$ cat src/rtl/pe_pkg.sv
// rtl/pe_pkg.sv - shared types, constants and the 16-bit MSB-first priority encode
package pe_pkg;

  localparam int N_REQ = 16;
  localparam int IDX_W = 4;
  localparam logic [7:0] NONE_CODE = 8'hF0;

  typedef enum logic {
    IDLE,
    GRANT
  } state_t;

  // Highest set bit wins; an all-zero input yields NONE_CODE.
  function automatic logic [7:0] pe16(input logic [15:0] v);
    logic [7:0] r;
    r = NONE_CODE;
    for (int i = 0; i < 16; i++) begin
      if (v[i]) r = 8'(i);
    end
    return r;
  endfunction

endpackage

$ cat src/rtl/pe_rr_arbiter_if.sv
// rtl/pe_rr_arbiter_if.sv - request/grant bundle between requesters and the arbiter
interface pe_rr_arbiter_if;

  logic [7:0]  req_hi;
  logic [7:0]  req_lo;
  logic        mode_rr;
  logic        release_i;
  logic        grant_valid;
  logic [7:0]  grant_idx;
  logic [15:0] grant_vec;

  // Requester side drives requests and watches the grant.
  modport master (
    output req_hi, req_lo, mode_rr, release_i,
    input  grant_valid, grant_idx, grant_vec
  );

  // Arbiter side.
  modport slave (
    input  req_hi, req_lo, mode_rr, release_i,
    output grant_valid, grant_idx, grant_vec
  );

endinterface

$ cat src/rtl/pe_masked_pick.sv
// rtl/pe_masked_pick.sv - combinational fixed/round-robin winner selection
module pe_masked_pick
  import pe_pkg::*;
(
  input  logic [N_REQ-1:0] req,
  input  logic [IDX_W-1:0] last_idx,
  input  logic             mode_rr,
  output logic             found,
  output logic [IDX_W-1:0] idx
);

  logic [N_REQ-1:0] mask;
  logic [7:0]       code_masked;
  logic [7:0]       code_all;
  logic [7:0]       code;

  // In RR mode prefer requesters strictly below the last winner, else wrap to the top.
  always_comb begin
    mask        = mode_rr ? ((N_REQ'(1) << last_idx) - N_REQ'(1)) : '0;
    code_masked = pe16(req & mask);
    code_all    = pe16(req);
    code        = (code_masked != NONE_CODE) ? code_masked : code_all;
    found       = (code != NONE_CODE);
    idx         = code[IDX_W-1:0];
  end

endmodule

$ cat src/rtl/pe_rr_arbiter.sv
// rtl/pe_rr_arbiter.sv - 16-requester arbiter with hold limit and registered grant outputs
module pe_rr_arbiter
  import pe_pkg::*;
#(
  parameter int MAX_HOLD = 8
) (
  input logic           clk,
  input logic           rst_n,
  pe_rr_arbiter_if.slave bus
);

  localparam int HOLD_W = $clog2(MAX_HOLD) + 1;

  state_t           state;
  logic [IDX_W-1:0] last_idx;
  logic [HOLD_W-1:0] hold_cnt;
  logic             grant_valid_q;
  logic [7:0]       grant_idx_q;
  logic [N_REQ-1:0] grant_vec_q;

  logic [N_REQ-1:0] req;
  logic             found;
  logic [IDX_W-1:0] pick_idx;
  logic             term;
  logic             do_pick;
  logic             go_idle;

  assign req = {bus.req_hi, bus.req_lo};

  pe_masked_pick u_pick (
    .req      (req),
    .last_idx (last_idx),
    .mode_rr  (bus.mode_rr),
    .found    (found),
    .idx      (pick_idx)
  );

  // While granting, last_idx is the current grantee; decide whether this edge ends the grant.
  always_comb begin
    term    = !req[last_idx] || bus.release_i || (hold_cnt == HOLD_W'(MAX_HOLD - 1));
    do_pick = (state == IDLE) ? found : (term && found);
    go_idle = (state == GRANT) && term && !found;
  end

  // Grant FSM: pick on IDLE requests or on termination, otherwise hold and count.
  always_ff @(posedge clk) begin
    if (!rst_n) begin
      state         <= IDLE;
      last_idx      <= '0;
      hold_cnt      <= '0;
      grant_valid_q <= 1'b0;
      grant_idx_q   <= NONE_CODE;
      grant_vec_q   <= '0;
    end else if (do_pick) begin
      state         <= GRANT;
      last_idx      <= pick_idx;
      hold_cnt      <= '0;
      grant_valid_q <= 1'b1;
      grant_idx_q   <= {4'b0000, pick_idx};
      grant_vec_q   <= N_REQ'(1) << pick_idx;
    end else if (go_idle) begin
      state         <= IDLE;
      hold_cnt      <= '0;
      grant_valid_q <= 1'b0;
      grant_idx_q   <= NONE_CODE;
      grant_vec_q   <= '0;
    end else if (state == GRANT) begin
      hold_cnt      <= hold_cnt + 1'b1;
    end
  end

  assign bus.grant_valid = grant_valid_q;
  assign bus.grant_idx   = grant_idx_q;
  assign bus.grant_vec   = grant_vec_q;

endmodule

$ cat src/flat_wrapper.sv
// flat-port wrapper written by rule: the top's interface ports become plain ports
module pe_rr_arbiter_flat import pe_pkg::*;
#(
  parameter int MAX_HOLD = 8
)
  (clk, rst_n, bus_req_hi, bus_req_lo, bus_mode_rr, bus_release_i, bus_grant_valid, bus_grant_idx, bus_grant_vec);
  pe_rr_arbiter_if bus_i ();
  input logic clk;
  input logic rst_n;
  input wire logic [$bits(bus_i.req_hi)-1:0] bus_req_hi;
  input wire logic [$bits(bus_i.req_lo)-1:0] bus_req_lo;
  input wire logic [$bits(bus_i.mode_rr)-1:0] bus_mode_rr;
  input wire logic [$bits(bus_i.release_i)-1:0] bus_release_i;
  output wire logic [$bits(bus_i.grant_valid)-1:0] bus_grant_valid;
  output wire logic [$bits(bus_i.grant_idx)-1:0] bus_grant_idx;
  output wire logic [$bits(bus_i.grant_vec)-1:0] bus_grant_vec;
  assign bus_i.req_hi = bus_req_hi;
  assign bus_i.req_lo = bus_req_lo;
  assign bus_i.mode_rr = bus_mode_rr;
  assign bus_i.release_i = bus_release_i;
  assign bus_grant_valid = bus_i.grant_valid;
  assign bus_grant_idx = bus_i.grant_idx;
  assign bus_grant_vec = bus_i.grant_vec;
  pe_rr_arbiter #(.MAX_HOLD(MAX_HOLD)) u_core (.clk(clk), .rst_n(rst_n), .bus(bus_i));
endmodule
$ cat config.mk
export PLATFORM = sky130hd
export DESIGN_NAME = pe_rr_arbiter_flat
export DESIGN_NICKNAME = d
export VERILOG_FILES = /design/src/rtl/pe_pkg.sv /design/src/rtl/pe_rr_arbiter_if.sv /design/src/rtl/pe_masked_pick.sv /design/src/rtl/pe_rr_arbiter.sv /design/src/flat_wrapper.sv
export SDC_FILE = /design/constraint.sdc
export NUM_CORES = 1
export LEC_CHECK = 0
export ABC_CLOCK_PERIOD_IN_PS = 6100
export CAP_MARGIN = 0
export CORE_ASPECT_RATIO = 0.7
export CORE_MARGIN = 2
export CORE_UTILIZATION = 55
export CTS_CLUSTER_DIAMETER = 60
export DETAILED_ROUTE_END_ITERATION = 12
export GPL_TIMING_DRIVEN = 0
export PLACE_DENSITY_LB_ADDON = 0.05
export SLEW_MARGIN = 10
export SYNTH_ARGS = -nofsm -noshare
export SYNTH_HDL_FRONTEND = slang
export SYNTH_HIERARCHICAL = 1
export SYNTH_SLANG_ARGS = --single-unit
$ cat constraint.sdc
create_clock -name clk -period 6.1 [get_ports clk]
set_input_delay 0.915 -clock clk [delete_from_list [all_inputs] [get_ports clk]]
set_output_delay 0.915 -clock clk [all_outputs]
set_load 0.01 [all_outputs]
; ---- Yosys cells after proc, flatten, opt, wreduce, memory -nomap -nowiden
; Index checks and enable logic that the tools add are counted.
[totals]
reg_bits = 33
ram_bits = 0
input_bits = 20
mem_bits_ro = 0
latch_bits = 0
out_inout_bits = 25
n_memories = 0
[classes]
addsub = 2
mul = 0
n_div = 0
n_shift = 2
bitwise_logic = 2
n_reduce_logical = 9
muxes = 43
n_lt_le_gt_ge = 1
n_eq_ne = 3
[ops]
columns = operator, n
row1 = two-way mux 8 bit, 35
row2 = two-way mux 16 bit, 3
row3 = << shifter 1 x 4 -> 16 bit (first input constant), 2
row4 = AND 16 bit, 1
row5 = inequality test 8 bit (second input constant), 2
row6 = subtractor 16 x 1 -> 16 bit (second input constant), 1
row7 = < comparator 4 x 5 -> 1 bit (second input constant), 1
row8 = adder 4 x 1 -> 4 bit (second input constant), 1
row9 = binary-select mux 1 bit (select 4 bit), 1
row10 = == test 4 x 3 -> 1 bit (second input constant), 1
row11 = two-way mux 1 bit, 4
row12 = logical AND 1 bit, 3
row13 = OR reduction 3 bit, 1
row14 = zero test 1 bit, 2
row15 = logical OR 1 bit, 2
row16 = nonzero test 2 bit, 1
row17 = NOT 1 bit, 1

; ---- Longest topological paths before layout
[logic_depth]
ltp_word = 27
mapped_depth = 13
mapped_depth_nobuf = 11

; ---- Hierarchy
; Netlist, hierarchy kept.
[by_module_without_submodules]
columns = module, area_per_inst_um2, instances, cells_per_inst
row1 = pe_rr_arbiter, 1437.6, 1, 127
row2 = pe_masked_pick, 695.7, 1, 112

; ---- Worst setup path before layout
; OpenSTA, ideal clock, no wires.
[synth_timing]
kind = register to register
start = register u_core.last_idx[1]
end = register u_core.grant_vec_q[14], in the netlist u_core/bus.grant_vec[14]
required_ps = 5983
path_buffers = 2
stages_incl_launch_ff = 12
period_less_slack_ps = 3020
arrival_ps = 2903
path_slack_ps = 3080
cell_sequence = dfxtp_1 clkbuf_1 nand3b_1 ha_1 buf_2 nand2_1 o311a_1 a221o_1 nand4b_1 o22ai_1 and2b_1 a32o_1
[synth_between]
elab_chain_cells = 26
word_cells_on_any_way = 36
[synth_rtl]
columns = item, line_no
row1 = from (decl), pe_rr_arbiter.sv:15  ; logic [IDX_W-1:0] last_idx;
row2 = from (signal assigned), pe_rr_arbiter.sv:56  ; last_idx <= pick_idx;
row3 = << shifter 1 x 4 -> 16 bit (*), pe_masked_pick.sv:19  ; mask = mode_rr ? ((N_REQ'(1) << last_idx) - N_REQ'(1)) : '0;
row4 = subtractor 16 x 1 -> 16 bit (*), pe_masked_pick.sv:19
row5 = two-way mux 16 bit (*), pe_masked_pick.sv:19
row6 = AND 16 bit (*), pe_masked_pick.sv:20  ; code_masked = pe16(req & mask);
row7 = two-way mux 8 bit (15 in a row), pe_pkg.sv:18  ; if (v[i]) r = 8'(i);
row8 = two-way mux 8 bit (*), pe_pkg.sv:18
row9 = inequality test 8 bit, pe_masked_pick.sv:22  ; code = (code_masked != NONE_CODE) ? code_masked : code_all;
row10 = two-way mux 8 bit (*), pe_masked_pick.sv:22
row11 = named net u_core.pick_idx[0], pe_rr_arbiter.sv:23  ; logic [IDX_W-1:0] pick_idx;
row12 = inequality test 8 bit, pe_masked_pick.sv:23  ; found = (code != NONE_CODE);
row13 = logical AND 1 bit or zero test 1 bit (tied branches), "pe_rr_arbiter.sv:41, pe_rr_arbiter.sv:42"
row14 = two-way mux 1 bit or logical AND 1 bit (tied branches), "pe_rr_arbiter.sv:41, pe_rr_arbiter.sv:42"
row15 = two-way mux 16 bit or nonzero test 2 bit (tied branches), n/a
row16 = to (signal assigned), pe_rr_arbiter.sv:60  ; grant_vec_q <= N_REQ'(1) << pick_idx;
row17 = to (decl), pe_rr_arbiter.sv:19  ; logic [N_REQ-1:0] grant_vec_q;
; Mark *: on every way through the listed nets, which the timed path passes. The rest lies on a longest branch. The select of a mux whose other input is x is not followed.
; A chain may end at the register's enable or synchronous reset.

; ---- Worst setup path after layout
; Same ends and word-level chain as after synthesis.

==> results.sh <==
export IMPL_cpMaxStageDelayCell="dfxtp_1"
export IMPL_crit_path_start="u_core/last_idx[1]$_SDFFE_PN0P_"
export IMPL_crit_buf_inv=2
export IMPL_synthMuxAreaShare_pct=5.22
export IMPL_initial_core_util_pct=58.8
export IMPL_cp_data_arrival_time_ns=4.00
export IMPL_final_nets=312
export IMPL_synth_cell_types=67
export IMPL_finalHoldWorstSlack_ns=0.471
export IMPL_grt_first_pass_wirelength_mm=9.36
export IMPL_cts_buffers=5
export IMPL_die_w_um=78.4
export IMPL_synthSimpleGateAreaFrac_pct=25.6
export IMPL_worst_clock_skew_ns=0.00464
export IMPL_cts_resized=0
export IMPL_rrSetupSlack_ns=2.27
export IMPL_period_needed_ns=3.83
export IMPL_postCtsSetupRepairBufs=0
export IMPL_fin_util_pct=75.2
export IMPL_drv_slew=0
export IMPL_root_buffer="clkbuf_8"
export IMPL_vias_per_cell=6.36
export IMPL_numPortBuffers=44
export IMPL_p_leak_uw=0.00103
export IMPL_crit_chain="clkbuf_1, nand3b_1, ha_1, buf_2, nand2_1, o311a_1, a221o_1, nand4b_1, o22ai_1, and2b_1, a32o_1"
export IMPL_endpoint="u_core/bus.grant_vec[14]$_SDFFE_PN0P_"
export IMPL_synth_edf_count=0
export IMPL_clockBufferDepth=2
export IMPL_ys_seq_elements=30
export IMPL_yosys_area_top_type="dfxtp_1"
export IMPL_gp_congestion=0.931
export IMPL_cp_depth=11
export IMPL_dp_hpwl_mm=4.28
export IMPL_dp_slack_ns=2.35
export IMPL_cts_hold_buf=0
export IMPL_path_class="flop to flop"
export IMPL_max_stage_delay_ns=0.68
export IMPL_ir_worst_vdd_v=0.000338
export IMPL_first_pass_iters=5
export IMPL_min_period_over_period_pct=62.8
export IMPL_wl_per_cell_um=16.9
export IMPL_hold_violations=0
export IMPL_cap_violations=0
export IMPL_synthArstFlopShare_pct=0
export IMPL_synth_cells=239
export IMPL_cts_max_level=2
export IMPL_synth_xor_area_share_pct=1.64
export IMPL_worstSkewPairLatency_ns=0.28
export IMPL_initialDrtViolationCount=173
export IMPL_clock_fmax_ghz=0.261
export IMPL_grt_setup_unrepaired="false"
export IMPL_setup_viol=0
export IMPL_synth_top_family_by_area="compound AO/OA/AOI/OAI gates"
export IMPL_overflow=0
export IMPL_area_growth_pct=27.9
export IMPL_post_route_worst_setup_slack_ns=2.27
export IMPL_clock_sinks=30
export IMPL_synth_nets=261
export IMPL_status="finished clean"
export IMPL_post_dp_cell_area_um2=2640
export IMPL_io_pins=45
export IMPL_worst_pin_slew_ns=0.565
export IMPL_synthAdderAreaFrac_pct=1.17
export IMPL_die_h_um=56.1
export IMPL_ys_flop_type="dfxtp_1"
export IMPL_rr_endpoint="u_core/bus.grant_vec[14]$_SDFFE_PN0P_"
export IMPL_cp_end_kind="flop"
export IMPL_gr_usage_all_layers_pct=27.0
export IMPL_r2r_cells=11
export IMPL_syn_cell_area_um2=2130
export IMPL_synth_compound_area_share_pct=30.0
export IMPL_antenna_left=0
export IMPL_final_setup_tns_ns=0
export IMPL_die_area_um2=4400
export IMPL_r2r_start="u_core/last_idx[1]$_SDFFE_PN0P_"
export IMPL_seq_area_frac_synth_pct=28.2
export IMPL_routed_via_count=2170
export IMPL_drt_total_wl_mm=5.75
export IMPL_path_delay_family="compound AO/OA/AOI/OAI gates"
export IMPL_start_kind="flop"
export IMPL_path_clk_slew_ns=0.06
export IMPL_core_area_um2=3630
export IMPL_grt_pass1_vias=1911
export IMPL_power_density_nw_per_um2=427
export IMPL_grt_max_degree=18
export IMPL_hold_class="flop to flop"
export IMPL_yosys_warnings=6
export IMPL_fill_cells=298
export IMPL_synthTopCellsByArea="dfxtp_1, a32o_1, mux2i_1"
export IMPL_cp_data_required_time_ns=6.27
export IMPL_timing_slew_headroom_pct=62.3
export IMPL_cp_max_fo=17
export IMPL_final_area_um2=2730
export IMPL_antennaDiodeCount=0
export IMPL_final_layout_size_suffix_gt1_share_pct=15.1
export IMPL_antenna_found_initial=0
export IMPL_rows=18
export IMPL_syn_area_per_cell_um2=8.93
export IMPL_synthDominantCellAreaShare_pct=28.2
export IMPL_route_detailed_drc=0
export IMPL_cts_tree="yes"
## final cells by class
class | instances | area, um2 | area share [%]
clock buffers | 7 | 86.3 | 3.17
clock inverters | 1 | 5.00 | 0.183
well taps | 50 | 62.6 | 2.29
flip-flops and latches | 30 | 601 | 22.0
inverters | 5 | 18.8 | 0.688
multi-input cells | 186 | 1360 | 49.8
repair buffers | 44 | 440 | 16.1
plain buffers | 18 | 155 | 5.69
## through the flow
step / total power, uW / std cells
2_1_floorplan: 764 / 239
3_3_place_gp: 973 / 333
3_5_place_dp: 986 / 333
4_1_cts: 1150 / 341
5_1_grt: 1240 / 341
6_report: 1160 / 341
## worst min path at each step
stage                                               start                                     to  slack [ns]  cells past startpoint
floorplan                 u_core/hold_cnt[1]$_SDFFE_PP0P_        u_core/hold_cnt[1]$_SDFFE_PP0P_        0.51                      2
global placement     u_core/bus.grant_vec[8]$_SDFFE_PN0P_   u_core/bus.grant_vec[8]$_SDFFE_PN0P_        0.45                      1
detailed placement   u_core/bus.grant_vec[6]$_SDFFE_PN0P_   u_core/bus.grant_vec[6]$_SDFFE_PN0P_        0.46                      1
CTS                 u_core/bus.grant_vec[11]$_SDFFE_PN0P_  u_core/bus.grant_vec[11]$_SDFFE_PN0P_        0.48                      1
global route         u_core/bus.grant_vec[2]$_SDFFE_PN0P_   u_core/bus.grant_vec[2]$_SDFFE_PN0P_        0.50                      1
finish               u_core/bus.grant_vec[0]$_SDFFE_PN0P_   u_core/bus.grant_vec[0]$_SDFFE_PN0P_        0.47                      1
## layout by cell type, fill, tap and decap left out, types with 3 or more instances in the layout
cell and count:
nand2_1 14, dfxtp_1 30, a21oi_1 8, and2_2 3, a22o_1 4, nand3_1 6, nor2_1 17, buf_2 4
nor2b_1 3, buf_6 6, a21o_1 3, nor3_1 4, clkdlybuf4s50_1 44, clkbuf_1 3, o31ai_1 3, o22ai_1 4
mux2i_1 10, inv_1 5, and2_1 8, nand4_1 5, clkbuf_8 6, o21ai_0 9, a32o_1 16, a22o_2 4
buf_4 4, and2b_1 3, nand2b_1 8, or3_1 3
## report_power, final
part	switching, uW	internal, uW	leakage, uW	total, uW
Clock	70.8	90.7	0.0000482	162
Sequential	51.3	247	0.000245	298
Combinational	377	327	0.000738	704
Total	499	664	0.00103	1160
## metal layers
layer  wire length (um)  GRT usage [%]
met1               2790           41.6
met5                  0              0
met3                669           7.31
met4                 48           8.52
met2               2250           35.7
## synthesized netlist by cell type, drive strengths merged (3+ instances only)
cell / count
a21o: 3
a21oi: 8
or2: 3
nand4: 5
o22ai: 6
nor2: 17
inv: 5
dfxtp: 30
o31ai: 3
o21ai: 11
a31oi: 3
nand3: 6
a22o: 8
nor2b: 3
mux2i: 10
a32o: 16
buf: 16
o211ai: 4
nand2: 14
nand2b: 8
nor3: 5
and2: 11
or3: 3
and2b: 5
## sequential cells by signal (all words and copies together) (netlist names)
signal and flops:
u_core/bus.grant_vec 16, u_core/bus.grant_idx 5, u_core/hold_cnt 4, u_core/last_idx 4
u_core/bus.grant_valid 1
## kinds of logic (layout without fill, tap and decap cells)
family          after synthesis  after routing
mux                          11             11
xor+xnor                      4              4
buf+inv                      23             75
fa+ha+maj                     2              2
compound gates               77             77
simple gates                 92             92
flops                        30             30
(Power assumes the default switching activity.)
